==> src/rtl/dram_cmd_scheduler_pkg.sv <==
// DRAM timing constants, command/op encodings and address-field positions
// shared by the command scheduler and its request FIFO.
package timing_parameters;

  localparam int unsigned tRCD   = 14;
  localparam int unsigned tCAS   = 14;
  localparam int unsigned tBURST = 4;
  localparam int unsigned tRAS   = 28;
  localparam int unsigned tRP    = 14;
  localparam int unsigned tWR    = 15;
  localparam int unsigned tCCD_S = 4;

  typedef enum logic [2:0] {
    ACT0 = 3'd0,
    ACT1 = 3'd1,
    RD0  = 3'd2,
    RD1  = 3'd3,
    WR0  = 3'd4,
    WR1  = 3'd5,
    PRE  = 3'd6
  } dram_cmd_e;

  localparam logic [1:0] OP_READ    = 2'd0;
  localparam logic [1:0] OP_WRITE   = 2'd1;
  localparam logic [1:0] OP_IFETCH  = 2'd2;
  localparam logic [1:0] OP_ILLEGAL = 2'd3;

  localparam int unsigned CH_BIT   = 6;
  localparam int unsigned BG_LSB   = 7;
  localparam int unsigned BG_MSB   = 9;
  localparam int unsigned BANK_LSB = 10;
  localparam int unsigned BANK_MSB = 11;
  localparam int unsigned COL_LSB  = 12;
  localparam int unsigned COL_MSB  = 17;
  localparam int unsigned ROW_LSB  = 18;
  localparam int unsigned ROW_MSB  = 33;

  function automatic int unsigned max_u(input int unsigned a, input int unsigned b);
    return (a > b) ? a : b;
  endfunction

  // Closed-page precharge points, measured from ACT0.
  localparam int unsigned RD_PRE = max_u(tRAS, tRCD + tCAS + tBURST);
  localparam int unsigned WR_PRE = max_u(tRAS, tRCD + tCAS + tBURST + tWR);

endpackage

==> src/rtl/dram_cmd_scheduler_fifo.sv <==
// In-order request FIFO; an entry pushed in one cycle is at the head the next.
module dram_req_fifo #(
  parameter int WIDTH = 38,
  parameter int DEPTH = 16
) (
  input  logic             clk,
  input  logic             rst,
  input  logic             push,
  input  logic [WIDTH-1:0] wr_data,
  input  logic             pop,
  output logic [WIDTH-1:0] rd_data,
  output logic             full,
  output logic             empty
);

  localparam int AW = (DEPTH > 1) ? $clog2(DEPTH) : 1;
  localparam int CW = $clog2(DEPTH + 1);

  logic [WIDTH-1:0] mem [DEPTH];
  logic [AW-1:0]    wr_ptr, rd_ptr;
  logic [CW-1:0]    count;
  logic             do_push, do_pop;

  assign full    = (count == CW'(DEPTH));
  assign empty   = (count == '0);
  assign do_push = push && !full;
  assign do_pop  = pop && !empty;
  assign rd_data = mem[rd_ptr];

  always_ff @(posedge clk) begin
    if (do_push) mem[wr_ptr] <= wr_data;
  end

  always_ff @(posedge clk) begin
    if (rst) begin
      wr_ptr <= '0;
      rd_ptr <= '0;
      count  <= '0;
    end else begin
      if (do_push) wr_ptr <= (wr_ptr == AW'(DEPTH - 1)) ? '0 : wr_ptr + 1'b1;
      if (do_pop)  rd_ptr <= (rd_ptr == AW'(DEPTH - 1)) ? '0 : rd_ptr + 1'b1;
      case ({do_push, do_pop})
        2'b10:   count <= count + 1'b1;
        2'b01:   count <= count - 1'b1;
        default: count <= count;
      endcase
    end
  end

endmodule

==> src/rtl/dram_cmd_scheduler.sv <==
// Closed-page DRAM command scheduler: one request at a time, ACT/CAS/PRE
// issued at fixed offsets from ACT0 using a saturating elapsed counter.
module dram_cmd_scheduler
  import timing_parameters::*;
#(
  parameter int QDEPTH = 16
) (
  input  logic        clk,
  input  logic        rst,
  input  logic        req_valid,
  output logic        req_ready,
  input  logic [1:0]  req_op,
  input  logic [35:0] req_addr,
  output logic        cmd_valid,
  output dram_cmd_e   cmd_type,
  output logic        cmd_channel,
  output logic [2:0]  cmd_bg,
  output logic [1:0]  cmd_bank,
  output logic [15:0] cmd_row,
  output logic [5:0]  cmd_col,
  output logic        q_full,
  output logic        q_empty,
  output logic        busy,
  output logic        req_err
);

  typedef enum logic [2:0] {
    ST_IDLE, ST_ACT0, ST_ACT1, ST_CAS0, ST_CAS1, ST_PRE, ST_WAIT_RP
  } state_e;

  localparam logic [15:0] ACT1_AT   = 16'd2;
  localparam logic [15:0] CAS0_AT   = 16'(tRCD);
  localparam logic [15:0] CAS1_AT   = 16'(tRCD + 2);
  localparam logic [15:0] RD_PRE_AT = 16'(RD_PRE);
  localparam logic [15:0] WR_PRE_AT = 16'(WR_PRE);
  localparam logic [15:0] RP_LEN    = 16'(tRP);

  state_e      state, state_nxt;
  logic [15:0] cnt;
  logic [15:0] pre_at;
  logic        op_wr;
  logic [37:0] head;
  logic        push, pop, pop_c;
  logic        cmd_valid_c;
  dram_cmd_e   cmd_type_c;
  logic        unused_head;

  assign req_ready   = !q_full;
  assign push        = req_valid && req_ready && (req_op != OP_ILLEGAL);
  assign pop         = pop_c && !rst;
  assign busy        = (state != ST_IDLE);
  assign pre_at      = op_wr ? WR_PRE_AT : RD_PRE_AT;
  assign unused_head = ^{head[35:34], head[5:0]};

  dram_req_fifo #(
    .WIDTH (38),
    .DEPTH (QDEPTH)
  ) u_fifo (
    .clk     (clk),
    .rst     (rst),
    .push    (push),
    .wr_data ({req_op, req_addr}),
    .pop     (pop),
    .rd_data (head),
    .full    (q_full),
    .empty   (q_empty)
  );

  always_comb begin
    state_nxt   = state;
    cmd_valid_c = 1'b0;
    cmd_type_c  = ACT0;
    pop_c       = 1'b0;
    case (state)
      ST_IDLE: if (!q_empty) state_nxt = ST_ACT0;
      ST_ACT0: begin
        cmd_valid_c = 1'b1;
        cmd_type_c  = ACT0;
        state_nxt   = ST_ACT1;
      end
      ST_ACT1: if (cnt == ACT1_AT) begin
        cmd_valid_c = 1'b1;
        cmd_type_c  = ACT1;
        state_nxt   = ST_CAS0;
      end
      ST_CAS0: if (cnt == CAS0_AT) begin
        cmd_valid_c = 1'b1;
        cmd_type_c  = op_wr ? WR0 : RD0;
        state_nxt   = ST_CAS1;
      end
      ST_CAS1: if (cnt == CAS1_AT) begin
        cmd_valid_c = 1'b1;
        cmd_type_c  = op_wr ? WR1 : RD1;
        state_nxt   = ST_PRE;
      end
      ST_PRE: if (cnt == pre_at) begin
        cmd_valid_c = 1'b1;
        cmd_type_c  = PRE;
        pop_c       = 1'b1;
        state_nxt   = ST_WAIT_RP;
      end
      // Leaving straight for ACT0 keeps the next activate at PRE+tRP+1.
      ST_WAIT_RP: if (cnt == pre_at + RP_LEN) state_nxt = q_empty ? ST_IDLE : ST_ACT0;
      default: state_nxt = ST_IDLE;
    endcase
  end

  // Gated by rst so an abort cannot leak a command in the reset cycle.
  assign cmd_valid = cmd_valid_c && !rst;
  assign cmd_type  = cmd_type_c;

  always_ff @(posedge clk) begin
    if (rst) begin
      state       <= ST_IDLE;
      cnt         <= '0;
      op_wr       <= 1'b0;
      cmd_channel <= 1'b0;
      cmd_bg      <= '0;
      cmd_bank    <= '0;
      cmd_row     <= '0;
      cmd_col     <= '0;
      req_err     <= 1'b0;
    end else begin
      state   <= state_nxt;
      req_err <= req_valid && req_ready && (req_op == OP_ILLEGAL);
      if (state_nxt == ST_ACT0) begin
        cnt         <= '0;
        op_wr       <= (head[37:36] == OP_WRITE);
        cmd_channel <= head[CH_BIT];
        cmd_bg      <= head[BG_MSB:BG_LSB];
        cmd_bank    <= head[BANK_MSB:BANK_LSB];
        cmd_row     <= head[ROW_MSB:ROW_LSB];
        cmd_col     <= head[COL_MSB:COL_LSB];
      end else if (cnt != 16'hFFFF) begin
        cnt <= cnt + 16'd1;
      end
    end
  end

endmodule

==> config.mk <==
export PLATFORM = sky130hd
export DESIGN_NAME = dram_cmd_scheduler
export DESIGN_NICKNAME = d
export VERILOG_FILES = /design/src/rtl/dram_cmd_scheduler_pkg.sv /design/src/rtl/dram_cmd_scheduler_fifo.sv /design/src/rtl/dram_cmd_scheduler.sv
export SDC_FILE = /design/constraint.sdc
export NUM_CORES = 1
export LEC_CHECK = 0
export ABC_CLOCK_PERIOD_IN_PS = 8050
export CAP_MARGIN = 20
export CORE_MARGIN = 4
export CORE_UTILIZATION = 67
export CTS_CLUSTER_SIZE = 14
export DETAILED_ROUTE_END_ITERATION = 10
export PLACE_DENSITY = 0.86
export SYNTH_ARGS = -nofsm -noshare
export SYNTH_HDL_FRONTEND = slang
export SYNTH_HIERARCHICAL = 1
export SYNTH_SLANG_ARGS = --single-unit
==> constraint.sdc <==
create_clock -name clk -period 8.05 [get_ports clk]
set_input_delay 0.805 -clock clk [delete_from_list [all_inputs] [get_ports clk]]
set_output_delay 0.805 -clock clk [all_outputs]
set_load 0.01 [all_outputs]
==> impl_metrics.toml, run 1 <==
[run_status]
outcome = "finished, final reports clean"

[floorplanning]
dieArea_um2 = 35200
core_um2 = 31700
io_pins = 78
floorplan.rows = 65
die_h_um = 188
die_w_um = 188
start_util_pct = 68.2

[timing]
fin_skew_ns = 0.0288
finalSetupViolations = 0
fin_setup_tns_ns = 0
max_freq_mhz = 281
tightest_slew_ns = 1.19
slew-limit-headroom_pct = 20.8
period_share_pct = 44.2
rsz0062_at_grt = "false"
maxSlewViolCount = 0
fin_crit_ns = 3.55
hold_viol = 0

[min_path]
min_from = "cmd_channel$_SDFFE_PP0N_"
hold_depth = 2
hold_class = "flop to flop"

[cts]
cts_buffers = 52
cts_hold_buffers = 0
post-cts-setup-buffers = 0
root_buffer = "clkbuf_16"
path_clk_slew_ns = 0.06
htreeDepth = 2
insertion_delay_ns = 0.58
postCtsResizedCells = 0
clock-sinks = 546
cts_tree = "done"
cts.path.max_buffers = 3

[grt]
met2_usage_pct = 47.6
use_met1_pct = 39.7
busiest_layer = "met2"
antenna_found_initial = 2
grt_first_pass_wirelength_um = 75100
use_met3_pct = 5.60
grt_overflow = 0
grt_pass1_vias = 11700
track_usage_pct = 28.8
grt_max_degree = 76

[flow_run]
maxCapViolations = 0

[yosys]
syn_area_per_cell_um2 = 19.9
ys_warn_count = 6
syn_inst = 1088
syn_nets = 1140
synth_area_um2 = 21600

[placement]
dp_hpwl_um = 24900
gp_congestion = 0.810
io_buffers = 69

[setup_path]
cp-end-kind = "primary output"
cp_data_arrival_time_ns = 2.75
worstPathMaxFanout = 5
critPathKind = "flop to primary output"
slowest_stage = "clkdlybuf4s50_1"
crit_path_max_incr_delay_ns = 0.58
crit_required_ns = 7.24
startpoint = "cnt[11]$_SDFFE_PP0P_"
cp_cell_sequence = "nor4_2, and4_1, nand2_1, a211o_1, a31oi_1, clkdlybuf4s50_1"
startpoint_type = "flop"
r2r_cells = 5

[routing]
viasPerCell = 6.98
wl_per_cell_um = 31.2
drt_iter0_drc = 1357
drc = 0
wl_um = 50300
ant_nets = 0
num_vias = 11300
firstDrtPassIters = 5

[finish]
fin_util_pct = 77.1
final_cell_mix = "edfxtp_1 (480), mux4_2 (150), clkdlybuf4s50_1 (68), dfxtp_1 (62), clkbuf_16 (52)"
drive_gt1_share_pct = 26.9
final_common_cell = "edfxtp_1"
area_growth_pct = 13.0
nNetsFinal = 1217

[power_and_ir_drop]
peakVddDrop_mv = 0.204
power.density_nw_per_um2 = 241
p_leak_nw = 7.47
[per-stage QoR]
stage	instances	total power, W	cell area, um2	hold WS (ns)	worst slack, ns
2_1_floorplan	1088	0.00336	21600	0.475	4.04
3_3_place_gp	1513	0.00350	22700	0.474	4.28
3_5_place_dp	1513	0.00351	22700	0.483	4.22
4_1_cts	1610	0.00591	24400	0.495	4.48
5_1_grt	1612	0.00607	24400	0.506	4.30
6_report	1613	0.00589	24400	0.494	4.50
[cell type report]
cell class / count / area [um2]
clock buffers: 70 / 1400
multi-input cells: 457 / 5570
clock inverters: 27 / 292
flip-flops and latches: 546 / 15700
fillers: 1577 / 7280
repair buffers: 94 / 873
inverters: 14 / 52.6
well taps: 402 / 503
diodes: 3 / 7.51
[where the power goes]
| group | total, W | switching (W) | internal [W] |
|---|---|---|---|
| Clock | 0.00243 | 0.00102 | 0.00141 |
| Sequential | 0.00316 | 0.0000346 | 0.00312 |
| Combinational | 0.000300 | 0.000169 | 0.000131 |
[metal layers]
layer	vias up	share of wire, %
li1	4608	-
met1	5775	35
met4	0	3.6
met5	-	0
met3	128	10
met2	751	51
[registers in the layout (all words and copies together) (netlist names), named ones only]
signal / cells
cmd_bank: 2
cmd_bg: 3
cmd_channel: 1
cmd_col: 6
cmd_row: 16
cnt: 16
op_wr: 1
req_err: 1
state: 3
u_fifo/count: 5
u_fifo/mem: 480
u_fifo/rd_ptr: 4
u_fifo/wr_ptr: 4
[path summary, 6_finish.rpt]
check	to	slack, ns
worst max-delay path	cmd_valid	4.50
worst min-delay path	cmd_channel$_SDFFE_PP0N_	0.49
worst max register to register	cmd_row[4]$_SDFFE_PP0N_	4.66
worst min register to register	cmd_channel$_SDFFE_PP0N_	0.49
[worst max-delay path: cells and delay by family (launching register included)]
kind                   cells  cell delay, ns
AND/OR/NAND/NOR            3            0.76
buffers and inverters      1            0.58
AO/OA/AOI/OAI              2            0.50
flip-flops                 1            0.36
No activity file was read; power rests on OpenSTA's default activity.
==> run 2: changes to the inputs <==
- ABC_CLOCK_PERIOD_IN_PS: 8050 -> 3700
- CORE_UTILIZATION: 67 -> 62
- PLACE_DENSITY: 0.86 -> 0.8
- clock period: 8.05 -> 3.7 ns (I/O delays scaled with it)
==> impl_metrics.toml, run 2 (synthesized netlist as in run 1, its figures left out) <==
[finish]
reg_top3 = "u_fifo/mem (480), cmd_row (16), cnt (16)"
nNetsFinal = 1237
layout.cells.non_filler = 1685
area_growth_pct = 14.8
final_common_cell = "edfxtp_1"
regMostFlops = "u_fifo/mem"
drive_gt1_share_pct = 28.1
final_cell_mix = "edfxtp_1 (480), mux4_2 (150), clkdlybuf4s50_1 (68), dfxtp_1 (62), clkbuf_16 (53)"
largest_reg_flops = 480

[floorplanning]
core_um2 = 34500
die_h_um = 195
die_w_um = 195
dieArea_um2 = 37900
start_util_pct = 62.8
io_pins = 78
floorplan.rows = 68

[cts]
htreeDepth = 2
root_buffer = "clkbuf_16"
postCtsResizedCells = 0
cts_tree = "done"
cts_hold_buffers = 0
cts.path.max_buffers = 3
post-cts-setup-buffers = 0
path_clk_slew_ns = 0.06
clock-sinks = 546
cts_buffers = 53
insertion_delay_ns = 0.59

[timing]
fin_setup_tns_ns = 0
period_share_pct = 89.2
finalSetupViolations = 0
slew-limit-headroom_pct = 45.8
rsz0062_at_grt = "false"
fin_skew_ns = 0.0262
max_freq_mhz = 303
hold_viol = 0
tightest_slew_ns = 0.813
fin_crit_ns = 3.30
maxSlewViolCount = 0

[setup_path]
r2r_start = "u_fifo/count[1]$_SDFFE_PP0P_"
cp-end-kind = "flop"
cpLargestDelayFamily = "simple AND/OR/NAND/NOR gates"
crit_required_ns = 4.17
startpoint_type = "flop"
cp_data_arrival_time_ns = 3.77
slowest_stage = "or4_1"
crit_path_max_incr_delay_ns = 0.67
worstPathMaxFanout = 8
critPathKind = "flop to flop"
critPathMostFrequentCell = "ha_1"
critPathBufInv = 2
r2r_end = "u_fifo/count[4]$_SDFFE_PP0P_"
r2r_setup_slack_ns = 0.40
cp_cell_sequence = "or4_1, nor2_1, inv_1, nand2_1, a21oi_1, o21a_2, inv_2, ha_1, xor2_1, ha_1, and3b_1, o21ai_0, a31oi_1, mux2_2"
r2r_cells = 14

[routing]
firstDrtPassIters = 5
viasPerCell = 6.72
drt_iter0_drc = 1314
ant_nets = 0
wl_um = 49500
num_vias = 11300
drc = 0
wl_per_cell_um = 29.4

[grt]
grt_first_pass_wirelength_um = 74400
grt_overflow = 0
grt_max_degree = 62
track_usage_pct = 26.4
antenna_found_initial = 2
grt_pass1_vias = 11500

[min_path]
hold_class = "input pin to flop"
hold_depth = 5
holdPathEnd = "u_fifo/rd_ptr[1]$_SDFFE_PP0N_"
min_from = "rst"

[placement]
dp_hpwl_um = 26100
placedCellCount = 1584
gp_congestion = 0.777
io_buffers = 69

[power_and_ir_drop]
p_leak_nw = 7.60
peakVddDrop_mv = 0.363
power.density_nw_per_um2 = 523

[flow_run]
maxCapViolations = 0

[run_status]
outcome = "finished, final reports clean"
-- run 2: worst max path at each step --
stage | startpoint | end | cells after the start
2_1_floorplan | u_fifo/count[1]$_SDFFE_PP0P_ | u_fifo/count[4]$_SDFFE_PP0P_ | 17
3_3_place_gp | u_fifo/count[1]$_SDFFE_PP0P_ | u_fifo/count[4]$_SDFFE_PP0P_ | 14
3_5_place_dp | u_fifo/count[1]$_SDFFE_PP0P_ | u_fifo/count[4]$_SDFFE_PP0P_ | 14
4_1_cts | u_fifo/count[1]$_SDFFE_PP0P_ | u_fifo/count[4]$_SDFFE_PP0P_ | 14
5_1_grt | u_fifo/count[1]$_SDFFE_PP0P_ | u_fifo/count[4]$_SDFFE_PP0P_ | 14
6_report | u_fifo/count[1]$_SDFFE_PP0P_ | u_fifo/count[4]$_SDFFE_PP0P_ | 14
-- run 2: final cells by class --
class,instances,area [um2]
Tap cell,455,569
Clock inverter,31,395
Multi-Input combinational cell,457,5600
Antenna cell,2,5.00
Inverter,14,52.6
Fill cell,1934,9610
Sequential cell,546,15700
Timing Repair Buffer,113,1100
Clock buffer,67,1380
-- run 2: report_power, final --
group          switching [W]  total, W  internal, W
logic               0.000364  0.000653     0.000289
registers          0.0000723   0.00687      0.00680
clock network        0.00226   0.00547      0.00321
-- run 2: per-layer routing --
metal	global-route usage, %	wire [um]	up-vias
met2	43.1	25300	591
met5	0	0	-
met4	7.76	1300	0
li1	-	-	4664
met1	36.6	18600	5969
met3	6.01	4340	96
-- run 2: worst register-to-register path, cell delays in order (launching register included) --
cell and delay (ns):
dfxtp_1 0.38, or4_1 0.67, nor2_1 0.19, inv_1 0.08
nand2_1 0.09, a21oi_1 0.08, o21a_2 0.19, inv_2 0.09
ha_1 0.30, xor2_1 0.18, ha_1 0.19, and3b_1 0.15
o21ai_0 0.07, a31oi_1 0.19, mux2_2 0.34
-- run 2: stage by stage --
step	worst slack, ns	total power (W)	area [um2]	util (%)	hold WS [ns]
after floorplan	0.401	0.00732	21700	-	0.439
after global placement	0.483	0.00761	23000	66.9	0.475
after detailed placement	0.414	0.00764	23000	66.9	0.481
after CTS	0.397	0.0131	24800	72.0	0.301
after global routing	0.101	0.0134	24800	72.1	0.369
final	0.398	0.0130	24800	72.1	0.322
==> run 3: changes to the inputs <==
- SKIP_LAST_GASP: unset -> 1
==> results of run 3 <==
The final DEF is identical to that of run 2; final timing and power are the same.
